$ cat config.mk
export PLATFORM = sky130hd
export DESIGN_NAME = fp_rf_wr_ctrl
export DESIGN_NICKNAME = d
export VERILOG_FILES = /design/src/rtl/fp_rf_wr_ctrl.sv
export SDC_FILE = /design/constraint.sdc
export NUM_CORES = 1
export LEC_CHECK = 0
export BUFFER_PORTS_ARGS = -buffer_cell sky130_fd_sc_hd__buf_2
export CAP_MARGIN = 30
export CORE_ASPECT_RATIO = 0.6
export CORE_MARGIN = 3
export CORE_UTILIZATION = 39
export CTS_CLUSTER_SIZE = 10
export DETAILED_ROUTE_END_ITERATION = 12
export GPL_ROUTABILITY_DRIVEN = 0
export PLACE_DENSITY_LB_ADDON = 0.25
export SYNTH_ARGS = -nofsm -noshare
export SYNTH_HDL_FRONTEND = slang
export SYNTH_SLANG_ARGS = --single-unit
$ cat constraint.sdc
create_clock -name clk_i -period 1.45 [get_ports clk_i]
set_clock_uncertainty 0.05 [all_clocks]
set_input_delay 0.2175 -clock clk_i [delete_from_list [all_inputs] [get_ports clk_i]]
set_output_delay 0.2175 -clock clk_i [all_outputs]
set_load 0.02 [all_outputs]
$ cat src/rtl/fp_rf_wr_ctrl.sv
// FP register-file write-port controller: clears every register to zero after reset
// or on request, then shares the single write port round-robin among N_REQ requesters.
module fp_rf_wr_ctrl #(
    parameter int N_REQ        = 2,
    parameter int FREG_NUM     = 32,
    parameter int FREG_IDX_LEN = 5,
    parameter int FLEN         = 64
) (
    input  logic                                  clk_i,
    input  logic                                  rst_i,
    input  logic                                  clear_i,
    output logic                                  busy_o,
    input  logic [N_REQ-1:0]                      req_valid_i,
    output logic [N_REQ-1:0]                      req_ready_o,
    input  logic [N_REQ-1:0][FREG_IDX_LEN-1:0]    req_idx_i,
    input  logic [N_REQ-1:0][FLEN-1:0]            req_value_i,
    output logic                                  rf_we_o,
    output logic [FREG_IDX_LEN-1:0]               rf_idx_o,
    output logic [FLEN-1:0]                       rf_value_o,
    output logic                                  dbg_state_o
);
    localparam int PTR_W = (N_REQ > 1) ? $clog2(N_REQ) : 1;
    localparam logic [FREG_IDX_LEN-1:0] CNT_LAST = FREG_IDX_LEN'(FREG_NUM - 1);
    localparam logic [PTR_W-1:0]        PTR_LAST = PTR_W'(N_REQ - 1);
    localparam logic [PTR_W:0]          N_REQ_W  = (PTR_W + 1)'(N_REQ);

    typedef enum logic {ST_CLEAR = 1'b0, ST_RUN = 1'b1} state_t;

    state_t                  state_q, state_d;
    logic [FREG_IDX_LEN-1:0] cnt_q, cnt_d;
    logic [PTR_W-1:0]        ptr_q, ptr_d;
    logic                    we_d;
    logic [FREG_IDX_LEN-1:0] idx_d;
    logic [FLEN-1:0]         value_d;
    logic                    gnt_found;
    logic [PTR_W-1:0]        gnt_idx;
    logic [PTR_W:0]          cand_sum;
    logic [PTR_W-1:0]        cand;

    assign busy_o      = (state_q == ST_CLEAR);
    assign dbg_state_o = (state_q == ST_RUN);

    // Round-robin scan starting at ptr_q; the first valid requester wins.
    always_comb begin
        gnt_found = 1'b0;
        gnt_idx   = ptr_q;
        cand_sum  = '0;
        cand      = '0;
        for (int k = 0; k < N_REQ; k++) begin
            cand_sum = {1'b0, ptr_q} + (PTR_W + 1)'(k);
            if (cand_sum >= N_REQ_W) cand_sum = cand_sum - N_REQ_W;
            cand = cand_sum[PTR_W-1:0];
            if (!gnt_found && req_valid_i[cand]) begin
                gnt_found = 1'b1;
                gnt_idx   = cand;
            end
        end
    end

    // Handshake: a write transfers on a rising edge where req_valid_i[i] && req_ready_o[i];
    // ready is a pure function of valid and state, and requesters hold idx/value until ready.
    always_comb begin
        state_d     = state_q;
        cnt_d       = cnt_q;
        ptr_d       = ptr_q;
        we_d        = 1'b0;
        idx_d       = rf_idx_o;
        value_d     = rf_value_o;
        req_ready_o = '0;
        unique case (state_q)
            ST_CLEAR: begin
                we_d    = 1'b1;
                idx_d   = cnt_q;
                value_d = '0;
                if (clear_i) begin
                    cnt_d = '0;
                end else if (cnt_q == CNT_LAST) begin
                    cnt_d   = '0;
                    state_d = ST_RUN;
                end else begin
                    cnt_d = cnt_q + 1'b1;
                end
            end
            ST_RUN: begin
                if (clear_i) begin
                    state_d = ST_CLEAR;
                    cnt_d   = '0;
                end else if (gnt_found) begin
                    req_ready_o[gnt_idx] = 1'b1;
                    we_d    = 1'b1;
                    idx_d   = req_idx_i[gnt_idx];
                    value_d = req_value_i[gnt_idx];
                    ptr_d   = (gnt_idx == PTR_LAST) ? '0 : gnt_idx + 1'b1;
                end
            end
            default: state_d = ST_CLEAR;
        endcase
    end

    always_ff @(posedge clk_i) begin
        if (rst_i) begin
            state_q    <= ST_CLEAR;
            cnt_q      <= '0;
            ptr_q      <= '0;
            rf_we_o    <= 1'b0;
            rf_idx_o   <= '0;
            rf_value_o <= '0;
        end else begin
            state_q    <= state_d;
            cnt_q      <= cnt_d;
            ptr_q      <= ptr_d;
            rf_we_o    <= we_d;
            rf_idx_o   <= idx_d;
            rf_value_o <= value_d;
        end
    end
endmodule

# Word-level counts from Yosys, hierarchy flattened
# Cells that the tools add are included.
word_totals:
  ff_bits: 77
  output_inout_bits: 74
  word_cells: 65
classes:
  addsub: 5
  magnitude_cmp: 6
  eq_ne: 4
  muxes: 37
  bitwise: 2
  n_reduce_logical: 5
op_table:
  columns: ["op", "n"]
  rows:
  - ["2-to-1 mux 64 bit", 4]
  - ["one-hot mux 64 bit (2 select lines)", 1]
  - ["2-to-1 mux 5 bit", 7]
  - ["one-hot mux 5 bit (2 select lines)", 2]
  - ["2-to-1 mux 1 bit", 17]
  - ["< comparator 1 x 2 -> 1 bit, second input constant", 3]
  - ["2-to-1 mux 2 bit", 3]
  - ["adder 5 x 1 -> 5 bit, second input constant", 1]
  - ["== test 5 bit, second input constant", 1]
  - ["!= test 2 bit, second input constant", 2]
  - ["one-hot mux 1 bit (2 select lines)", 2]
  - ["AND reduction 3 bit", 1]
  - ["adder 1 x 1 -> 2 bit, second input constant", 1]
  - [">= comparator 1 x 2 -> 1 bit, second input constant", 1]
  - [">= comparator 2 bit, second input constant", 1]
  - ["logical AND 1 bit", 2]
  - ["!= test 2 x 1 -> 1 bit, second input constant", 1]
  - ["NOT 1 bit", 2]
  - ["AND reduction 2 bit", 1]
  - ["subtractor 1 bit, second input constant", 2]
  - ["adder 1 bit, second input constant", 1]
  - ["demux 1 bit (select 1 bit)", 1]
  - [">= comparator 1 bit, second input constant", 1]
  - ["logical NOT 1 bit", 1]

# Depth between registers and ports, before layout
# Gate-level depths: netlist (run 1).
logic_depth:
  ltp_word: 15
  ltp_mapped: 6

# Worst setup path before layout (run 1)
# Ideal clock, no wire load.
synth_path:
  path_kind: "register to output"
  startpoint: "reg state_q (netlist: dbg_state_o)"
  endpoint: "out req_ready_o[1]"
  arrival_ps: 1179
  required_time_ps: 1183
  slack_ps: 4
  path_stages_with_launch: 5
  path_buffers: 2
  path_cell_list: "dfxtp_1 > and3b_1 > buf_2 > buf_2 > and2_1"
synth_between:
  elab_chain_cells: 1
synth_lines:
  columns: ["item", "line", "rtl"]
  rows:
  - ["start: declaration", "29", "state_t state_q, state_d;"]
  - ["start signal: assignment", "109", "state_q <= state_d;"]
  - ["2-to-1 mux 2 bit", "70", "unique case (state_q)"]
  - ["end: declaration", "14", "output logic [N_REQ-1:0] req_ready_o,"]
# No other way between the ends.

# Final worst setup path (run 1)
layout_path:
  startpoint: "reg state_q (netlist: dbg_state_o)"
  endpoint: "out req_ready_o[0]"
# Same word-level chain as after synthesis.

==> impl_metrics.yaml, run 1 <==
finish:
  area_growth_pct: 47.5
  fin_area_um2: 5170
  antenna_cells: 0
  seq_area_um2: 1550
  fill_cells: 781
  drive_above_1_share_pct: 42.0
  post-route-util_pct: 59.9
  multiInputGateArea_um2: 1760
  nets: 785
logic_synthesis:
  avgSynthCellArea_um2: 7.85
  synthCells: 446
  yosys_warnings: 0
  synth_top_family_by_area: "simple AND/OR/NAND/NOR gates"
  synth-xor-area-share_pct: 0
  synth-simple-area-share_pct: 32.7
  yosysTopAreaCellShare_pct: 44.0
  synth_mux_area_share_pct: 0.572
  synth_area_um2: 3500
  seq_area_frac_synth_pct: 44.0
  netlist_top_cells_area: "dfxtp_1 (44%), nand3_1 (29%), a31oi_1 (13%)"
  synth_cell_type_count: 24
  synth_area_leader_cell: "dfxtp_1"
  synth-compound-area-share_pct: 14.6
  ys_seq_elements: 77
  synthAdderAreaFrac_pct: 0.715
  synth_fp_nets: 591
grt:
  grt-ovfl-total: 0
  grt_max_degree: 49
  antenna_found_initial: 0
  grt.total_usage_pct: 23.8
  grt_pass1_wl_um: 19800
  grt_pass1_vias: 4120
setup_path:
  end_kind: "output port"
  worstPathMaxFanout: 5
  crit_arrival_ps: 1180
  r2r-end: "rf_value_o[40]"
  r2r_start: "dbg_state_o"
  reg2regPathDepth: 5
  crit_path_end: "req_ready_o[0]"
  reg2reg_slack_ps: 80
  cp-startpoint: "dbg_state_o"
  criticalPathCategory: "flip-flop to output port"
  crit_required_ps: 1180
  cp-start-kind: "flip-flop"
timing:
  slew_viol_final: 0
  hold_viol_final: 0
  rsz0062_at_grt: "yes"
  final.min_clock_period_ps: 1440
  finalCritPeriodShare_pct: 99.6
  finalSetupViolCount: 0
  worstMarginPinSlew_ps: 405
  timing.slew.headroom_pct: 73.0
  fmax_mhz: 692
clock_tree:
  cts.clk_slew.worst_paths_ps: 60
  clk_root_buffer_cell: "clkbuf_16"
  clk_latency_ps: 330
  htree_levels: 3
  cts-buffers-inserted: 9
  cts_tree: "built"
  clock_path_buffers: 2
  cts.sinks: 77
route:
  wl_per_cell_um: 16.9
  drtIter0Drc: 369
  drc_errors: 0
  drt_pass1_iterations: 7
  viasPerCell: 5.75
  wl_um: 12800
  dr_total_vias: 4353
  ant_nets: 0
floorplanning:
  io_pins: 217
  die_x_um: 128
  dieArea_um2: 10200
  die_h_um: 79.4
  row_count: 26
  initial_core_util_pct: 40.6
  coreArea_um2: 8620
placed_design:
  postPlaceCellArea_um2: 4720
  portBuffers: 216
  hpwl_um: 8890
power:
  vdd_ir_drop_max_uv: 535
  p_leak_nw: 2.12
  power_density_nw_per_um2: 965
status:
  outcome: "completed"
run:
  max_cap_viol_count: 0
min_path:
  hold_class: "input port to flip-flop"
  whs_path_depth: 3
[layout by cell type (no fill, tap or decap)]
| cell type | Yosys | layout |
|---|---|---|
| clkinvlp_4 | 0 | 3 |
| bufbuf_16 | 0 | 1 |
| and3b_2 | 0 | 2 |
| nand3b_1 | 1 | 1 |
| or2_2 | 1 | 1 |
| clkbuf_16 | 0 | 9 |
| a21oi_1 | 3 | 2 |
| dfxtp_2 | 0 | 2 |
| o21bai_4 | 0 | 1 |
| inv_1 | 1 | 1 |
| nor3_2 | 0 | 1 |
| dfxtp_1 | 77 | 74 |
| a211oi_1 | 1 | 1 |
| nand2_2 | 0 | 1 |
| buf_4 | 2 | 14 |
| a21oi_2 | 0 | 1 |
| ha_2 | 0 | 1 |
| dfxtp_4 | 0 | 1 |
| buf_12 | 0 | 7 |
| and3_4 | 0 | 1 |
| nand3_1 | 202 | 202 |
| nor2b_1 | 5 | 5 |
| o21ai_0 | 2 | 1 |
| buf_2 | 29 | 214 |
| nor2_1 | 7 | 7 |
| mux2i_1 | 2 | 2 |
| nor3_1 | 2 | 1 |
| ha_4 | 0 | 1 |
| buf_6 | 0 | 3 |
| nand4_1 | 1 | 1 |
| o21ai_1 | 0 | 1 |
| a31oi_1 | 75 | 75 |
| nand2b_4 | 0 | 1 |
| bufinv_16 | 0 | 2 |
| and2_4 | 0 | 2 |
| clkbuf_8 | 0 | 2 |
[critical path: stages, from the launching register on]
cell and delay (ps):
dfxtp_4 360, and3b_2 220, and2_4 140, buf_6 120
[layout make-up]
type / count / area share (%)
multi-input combinational: 312 / 34.0
sequential: 77 / 30.0
timing repair buffer: 239 / 26.8
clock buffer: 11 / 4.89
tap: 112 / 2.71
clock inverter: 5 / 1.60
inverter: 1 / 0.0727
[where the power goes]
part / internal [W] / switching (W)
registers: 0.00212 / 0.00000310
logic: 0.000179 / 0.000190
clock network: 0.00160 / 0.000891
total: 0.00390 / 0.00108
[state kept, by name, indices dropped and copies added (netlist names)]
name         flops
cnt_q            5
dbg_state_o      1
rf_value_o      64
ptr_q            1
rf_we_o          1
rf_idx_o         5
[worst min-delay path by stage]
| stage | from | to | slack (ps) |
|---|---|---|---|
| after floorplan | req_idx_i[0] | rf_idx_o[0] | 330 |
| after global placement | rf_value_o[8] | rf_value_o[8] | 410 |
| after detailed placement | rf_value_o[57] | rf_value_o[57] | 420 |
| after global routing | req_value_i[98] | rf_value_o[34] | 100 |
| after CTS | req_value_i[92] | rf_value_o[28] | 90 |
| final | req_value_i[65] | rf_value_o[1] | 110 |
[cell families after synthesis]
family / after synthesis
AOI/OAI and AO/OA: 82
muxes: 2
adders and majority gates: 2
buffers and inverters: 57
DFF: 77
and+or+nand+nor: 226
[layer usage]
layer / wire, um / part of all wire, % / track usage, %
met2: 5960 / 47 / 38.7
met1: 5400 / 42 / 30.6
met3: 1240 / 9.7 / 7.22
met5: 0 / 0 / 0
met4: 167 / 1.3 / 6.78
[timing repair]
action                                  4_1_cts  5_1_grt
buffers inserted                              2        0
resized for setup                            11        7
endpoints found under the setup margin        4        8
gates cloned                                  1        0
pin swaps                                     4        3
hold buffers                                  0        0
[metrics by stage]
stage / setup slack [ps] / setup TNS [ps] / total power [W] / hold WS, ps / instances
after global placement: 59.7 / 0 / 0.00253 / 412 / 738
after floorplan: 3.71 / 0 / 0.00229 / 329 / 446
after CTS: 0.746 / 0 / 0.00501 / 92.8 / 757
after detailed placement: -2.91 / -2.91 / 0.00253 / 423 / 738
after global routing: -34.3 / -110 / 0.00514 / 101 / 757
final: 5.52 / 0 / 0.00498 / 109 / 757
[cell usage after synthesis]
cell and number:
nand3_1 202, dfxtp_1 77, a31oi_1 75, buf_2 29
clkbuf_1 25, nor2_1 7, nor2b_1 5, a21oi_1 3
and2_1 2, and3b_1 2, buf_4 2, ha_1 2
mux2i_1 2, nor3_1 2, o21ai_0 2, a211oi_1 1
and3_1 1, inv_1 1, nand2_1 1, nand2b_1 1
nand3b_1 1, nand4_1 1, o21bai_2 1, or2_2 1
Power figures use the tool's default switching activity.
==> run 2: changes to the inputs <==
Settings changed: REMOVE_ABC_BUFFERS from default to 1, SKIP_LAST_GASP from default to 1.
==> impl_metrics.yaml, run 2 (same netlist as run 1, synthesis figures left out) <==
finish:
  seq_area_um2: 1550
  top_regs: "rf_value_o (64), cnt_q (5), rf_idx_o (5)"
  area_growth_pct: 51.6
  largest_register: "rf_value_o"
  layout_commonest_cell: "buf_2"
  multiInputGateArea_um2: 1760
  antenna_cells: 0
  nets: 805
  drive_above_1_share_pct: 42.8
  instances_no_fill: 775
  fill_cells: 788
  final_cell_mix: "buf_2 (214), nand3_1 (202), dfxtp_1 (76), a31oi_1 (75), buf_4 (29)"
  largest_reg_flops: 64
clock_tree:
  cts-buffers-inserted: 9
  cts.clk_slew.worst_paths_ps: 60
  cts.sinks: 77
  clk_root_buffer_cell: "clkbuf_16"
  clk_latency_ps: 330
  hold_buffers: 0
  cts_tree: "built"
  clock_path_buffers: 2
  htree_levels: 3
route:
  ant_nets: 0
  drtIter0Drc: 365
  drc_errors: 0
  drt_pass1_iterations: 7
  viasPerCell: 5.84
  dr_total_vias: 4527
  wl_per_cell_um: 18.1
  wl_um: 14000
min_path:
  hold_class: "input port to flip-flop"
  worst_hold_startpoint: "req_value_i[119]"
grt:
  grt_pass1_vias: 4064
  antenna_found_initial: 0
  grt.total_usage_pct: 25.5
  grt_pass1_wl_um: 20800
  grt_max_degree: 57
  grt-ovfl-total: 0
setup_path:
  cp-start-kind: "flip-flop"
  cp-startpoint: "dbg_state_o"
  crit_arrival_ps: 1250
  crit_required_ps: 1180
  r2r_start: "cnt_q[0]"
  end_kind: "output port"
  criticalPathCategory: "flip-flop to output port"
  worstPathMaxFanout: 6
status:
  outcome: "finished with violations"
  violations: "negative setup slack"
floorplanning:
  die_x_um: 128
  coreArea_um2: 8620
  dieArea_um2: 10200
  die_h_um: 79.4
  initial_core_util_pct: 40.6
  io_pins: 217
  row_count: 26
timing:
  slew_viol_final: 0
  hold_viol_final: 0
  finalCritPeriodShare_pct: 105
  finalSetupViolCount: 2
  worstMarginPinSlew_ps: 309
  setup_slack_ps: -65.4
  fmax_mhz: 660
  rsz0062_at_grt: "yes"
  hold_ws_ps: 109
  timing.slew.headroom_pct: 79.3
  finalSetupTns_ps: -120
  final.min_clock_period_ps: 1520
run:
  max_cap_viol_count: 0
power:
  vdd_ir_drop_max_uv: 519
  p_leak_nw: 2.23
  power_density_nw_per_um2: 863
placed_design:
  hpwl_um: 9190
  portBuffers: 216
  place_inst: 749
[run 2: changes by cell type in the layout (fill, tap and decap cells not counted), moves of 2 or more]
cell / change
bufinv_16: -2
buf_12: +2
dfxtp_2: -2
buf_4: +15
clkinvlp_4: -3
clkbuf_16: +2
dfxtp_1: +2
clkinv_2: +2
[run 2: per-layer routing]
| layer | vias to the layer above | wire [um] | GRT usage (%) |
|---|---|---|---|
| li1 | 2095 | - | - |
| met1 | 2116 | 5730 | 34.7 |
| met2 | 297 | 6410 | 38.6 |
| met3 | 19 | 1690 | 8.29 |
| met4 | 0 | 168 | 7.20 |
| met5 | - | 0 | 0 |
[run 2: path summary, 6_finish.rpt]
kind / cells after the start / slack, ps / end
max reg2reg: 6 / 20 / cnt_q[3]
min: 3 / 110 / rf_value_o[55]
min reg2reg: 2 / 420 / rf_value_o[56]
max: 3 / -70 / req_ready_o[0]
[run 2: metrics by stage]
step	power, W	setup WS [ps]	cell area [um2]	utilization, %
after detailed placement	0.00255	-20.9	4830	56.0
after CTS	0.00460	-57.3	5210	60.4
final	0.00458	-65.4	5310	61.6
after floorplan	0.00225	-2430	3250	-
after global placement	0.00255	25.0	4830	56.0
after global routing	0.00473	-111	5310	61.6
[run 2: power by group]
part	total, W	internal [W]	leakage [nW]	switching, W
Combinational	0.000407	0.000202	1.48	0.000205
Sequential	0.00212	0.00212	0.622	0.00000259
Clock	0.00205	0.00123	0.134	0.000822
Total	0.00458	0.00355	2.23	0.00103
[run 2: final cells by class]
class | instances | area share, %
multi-input combinational | 312 | 33.1
clock inverter | 2 | 0.189
inverter | 1 | 0.0707
timing repair buffer | 259 | 30.1
tap | 112 | 2.64
clock buffer | 12 | 4.83
sequential | 77 | 29.1
[run 2: timing repair]
item | 4_1_cts | 5_1_grt
cloned | 1 | 2
endpoints found under the setup margin | 8 | 66
pin swaps | 3 | 1
buffers inserted | 7 | 2
resized for setup | 9 | 7
[run 2: critical path, cell delays in order, from the launching register on]
cell,delay (ps)
dfxtp_4,380
and3b_2,260
and2_4,170
buf_6,110
==> run 3: changes to the inputs <==
Settings changed: BUFFER_PORTS_ARGS -buffer_cell sky130_fd_sc_hd__buf_2 to -buffer_cell sky130_fd_sc_hd__buf_4, CORE_UTILIZATION 39 to 46.
Clock period 1.45 ns to 1.85 ns, I/O delays scaled along.
==> impl_metrics.yaml, run 3 (same netlist as run 1, synthesis figures left out) <==
clock_tree:
  cts-buffers-inserted: 9
  hold_buffers: 0
  cts.sinks: 77
  clock_path_buffers: 2
  cts.clk_slew.worst_paths_ps: 60
  cts-resized-gates: 0
  cts_tree: "built"
  htree_levels: 3
  clk_latency_ps: 330
  clk_root_buffer_cell: "clkbuf_16"
  postCtsSetupBuffers: 0
timing:
  hold_viol_final: 0
  timing.slew.headroom_pct: 68.2
  finalSetupTns_ps: 0
  final.min_clock_period_ps: 1760
  finalSetupViolCount: 0
  hold_ws_ps: 169
  slew_viol_final: 0
  worstMarginPinSlew_ps: 477
  fmax_mhz: 568
  finalCritPeriodShare_pct: 95.1
  rsz0062_at_grt: "no"
  setup_slack_ps: 90.3
min_path:
  hold-path-endpoint: "rf_value_o[41]"
  hold_class: "input port to flip-flop"
  whs_path_depth: 3
  worst_hold_startpoint: "req_value_i[41]"
placed_design:
  hpwl_um: 9320
  pre_cts_slack_ps: 340
  portBuffers: 216
  postPlaceCellArea_um2: 5170
grt:
  grt_pass1_vias: 4207
  grt_max_degree: 84
  antenna_found_initial: 0
  grt_pass1_wl_um: 21300
  grt.total_usage_pct: 30.2
  grt-ovfl-total: 0
route:
  drtIter0Drc: 482
  wl_per_cell_um: 18.5
  viasPerCell: 6.07
  ant_nets: 0
  drt_pass1_iterations: 6
  drc_errors: 0
  wl_um: 13600
  dr_total_vias: 4465
power:
  power_density_nw_per_um2: 714
  p_leak_nw: 2.18
  vdd_ir_drop_max_uv: 585
floorplanning:
  row_count: 23
  io_pins: 217
  die_h_um: 73.6
  coreArea_um2: 7020
  die_x_um: 119
  initial_core_util_pct: 49.9
  dieArea_um2: 8730
setup_path:
  crit_required_ps: 1520
  end_kind: "output port"
  crit_arrival_ps: 1430
  reg2reg_slack_ps: 310
  reg2regPathDepth: 6
  criticalPathCategory: "flip-flop to output port"
  r2r-end: "cnt_q[2]"
  r2r_start: "cnt_q[0]"
  cp-start-kind: "flip-flop"
  worstPathMaxFanout: 19
  cp-startpoint: "ptr_q"
finish:
  final_cell_mix: "buf_4 (226), nand3_1 (202), dfxtp_1 (76), a31oi_1 (75), clkbuf_16 (9)"
  fin_area_um2: 5480
  area_growth_pct: 56.5
  nets: 776
  fill_cells: 522
  largest_register: "rf_value_o"
  antenna_cells: 0
  largest_reg_flops: 64
  top_regs: "rf_value_o (64), cnt_q (5), rf_idx_o (5)"
  layout_commonest_cell: "buf_4"
  drive_above_1_share_pct: 39.7
status:
  outcome: "completed"
run:
  max_cap_viol_count: 0
## run 3: cell types whose count changed in the layout (fill, tap and decap cells not counted), sizes merged
cell	before	now
buf	256	230
clkbuf	14	10
bufinv	0	2
bufbuf	1	0
clkinv	2	3
## run 3: worst max path at each step
stage / to / slack (ps) / cells past startpoint
floorplan: req_ready_o[0] / -2090 / 2
global route: req_ready_o[0] / 6 / 3
finish: req_ready_o[0] / 90 / 3
CTS: req_ready_o[0] / 80 / 3
global placement: cnt_q[2] / 400 / 6
detailed placement: cnt_q[3] / 340 / 6
## run 3: layout make-up
type                            instances  area [um2]  share of cell area [%]
Sequential cell                        77        1540                    28.2
Multi-Input combinational cell        312        1720                    31.3
Tap cell                              100         125                    2.28
Clock buffer                           10         239                    4.36
Timing Repair Buffer                  230        1780                    32.4
Inverter                                1        3.75                  0.0685
Clock inverter                          5        75.1                    1.37
## run 3: critical path: stages, from the launching register on
cell and delay [ps]:
dfxtp_1 380, nand2_2 290, and2_1 280, buf_4 150
## run 3: per-layer routing
layer,routed length [um],track usage [%],up-vias
li1,-,-,2035
met1,5010,36.0,2105
met2,6740,52.5,289
met3,1550,9.85,36
met4,327,9.88,0
met5,0,0,-
## run 3: through the flow
stage                     instances  utilization, %  power, W
final                           735            78.0   0.00391
after global routing            735            78.0   0.00402
after CTS                       735            78.0   0.00393
after detailed placement        720            73.6   0.00206
after global placement          720            73.6   0.00206
after floorplan                 390               -   0.00176
## run 3: where the power goes
| part | internal [W] | switching (W) |
|---|---|---|
| Sequential | 0.00166 | 0.00000375 |
| Combinational | 0.000216 | 0.000148 |
| Clock | 0.00120 | 0.000682 |
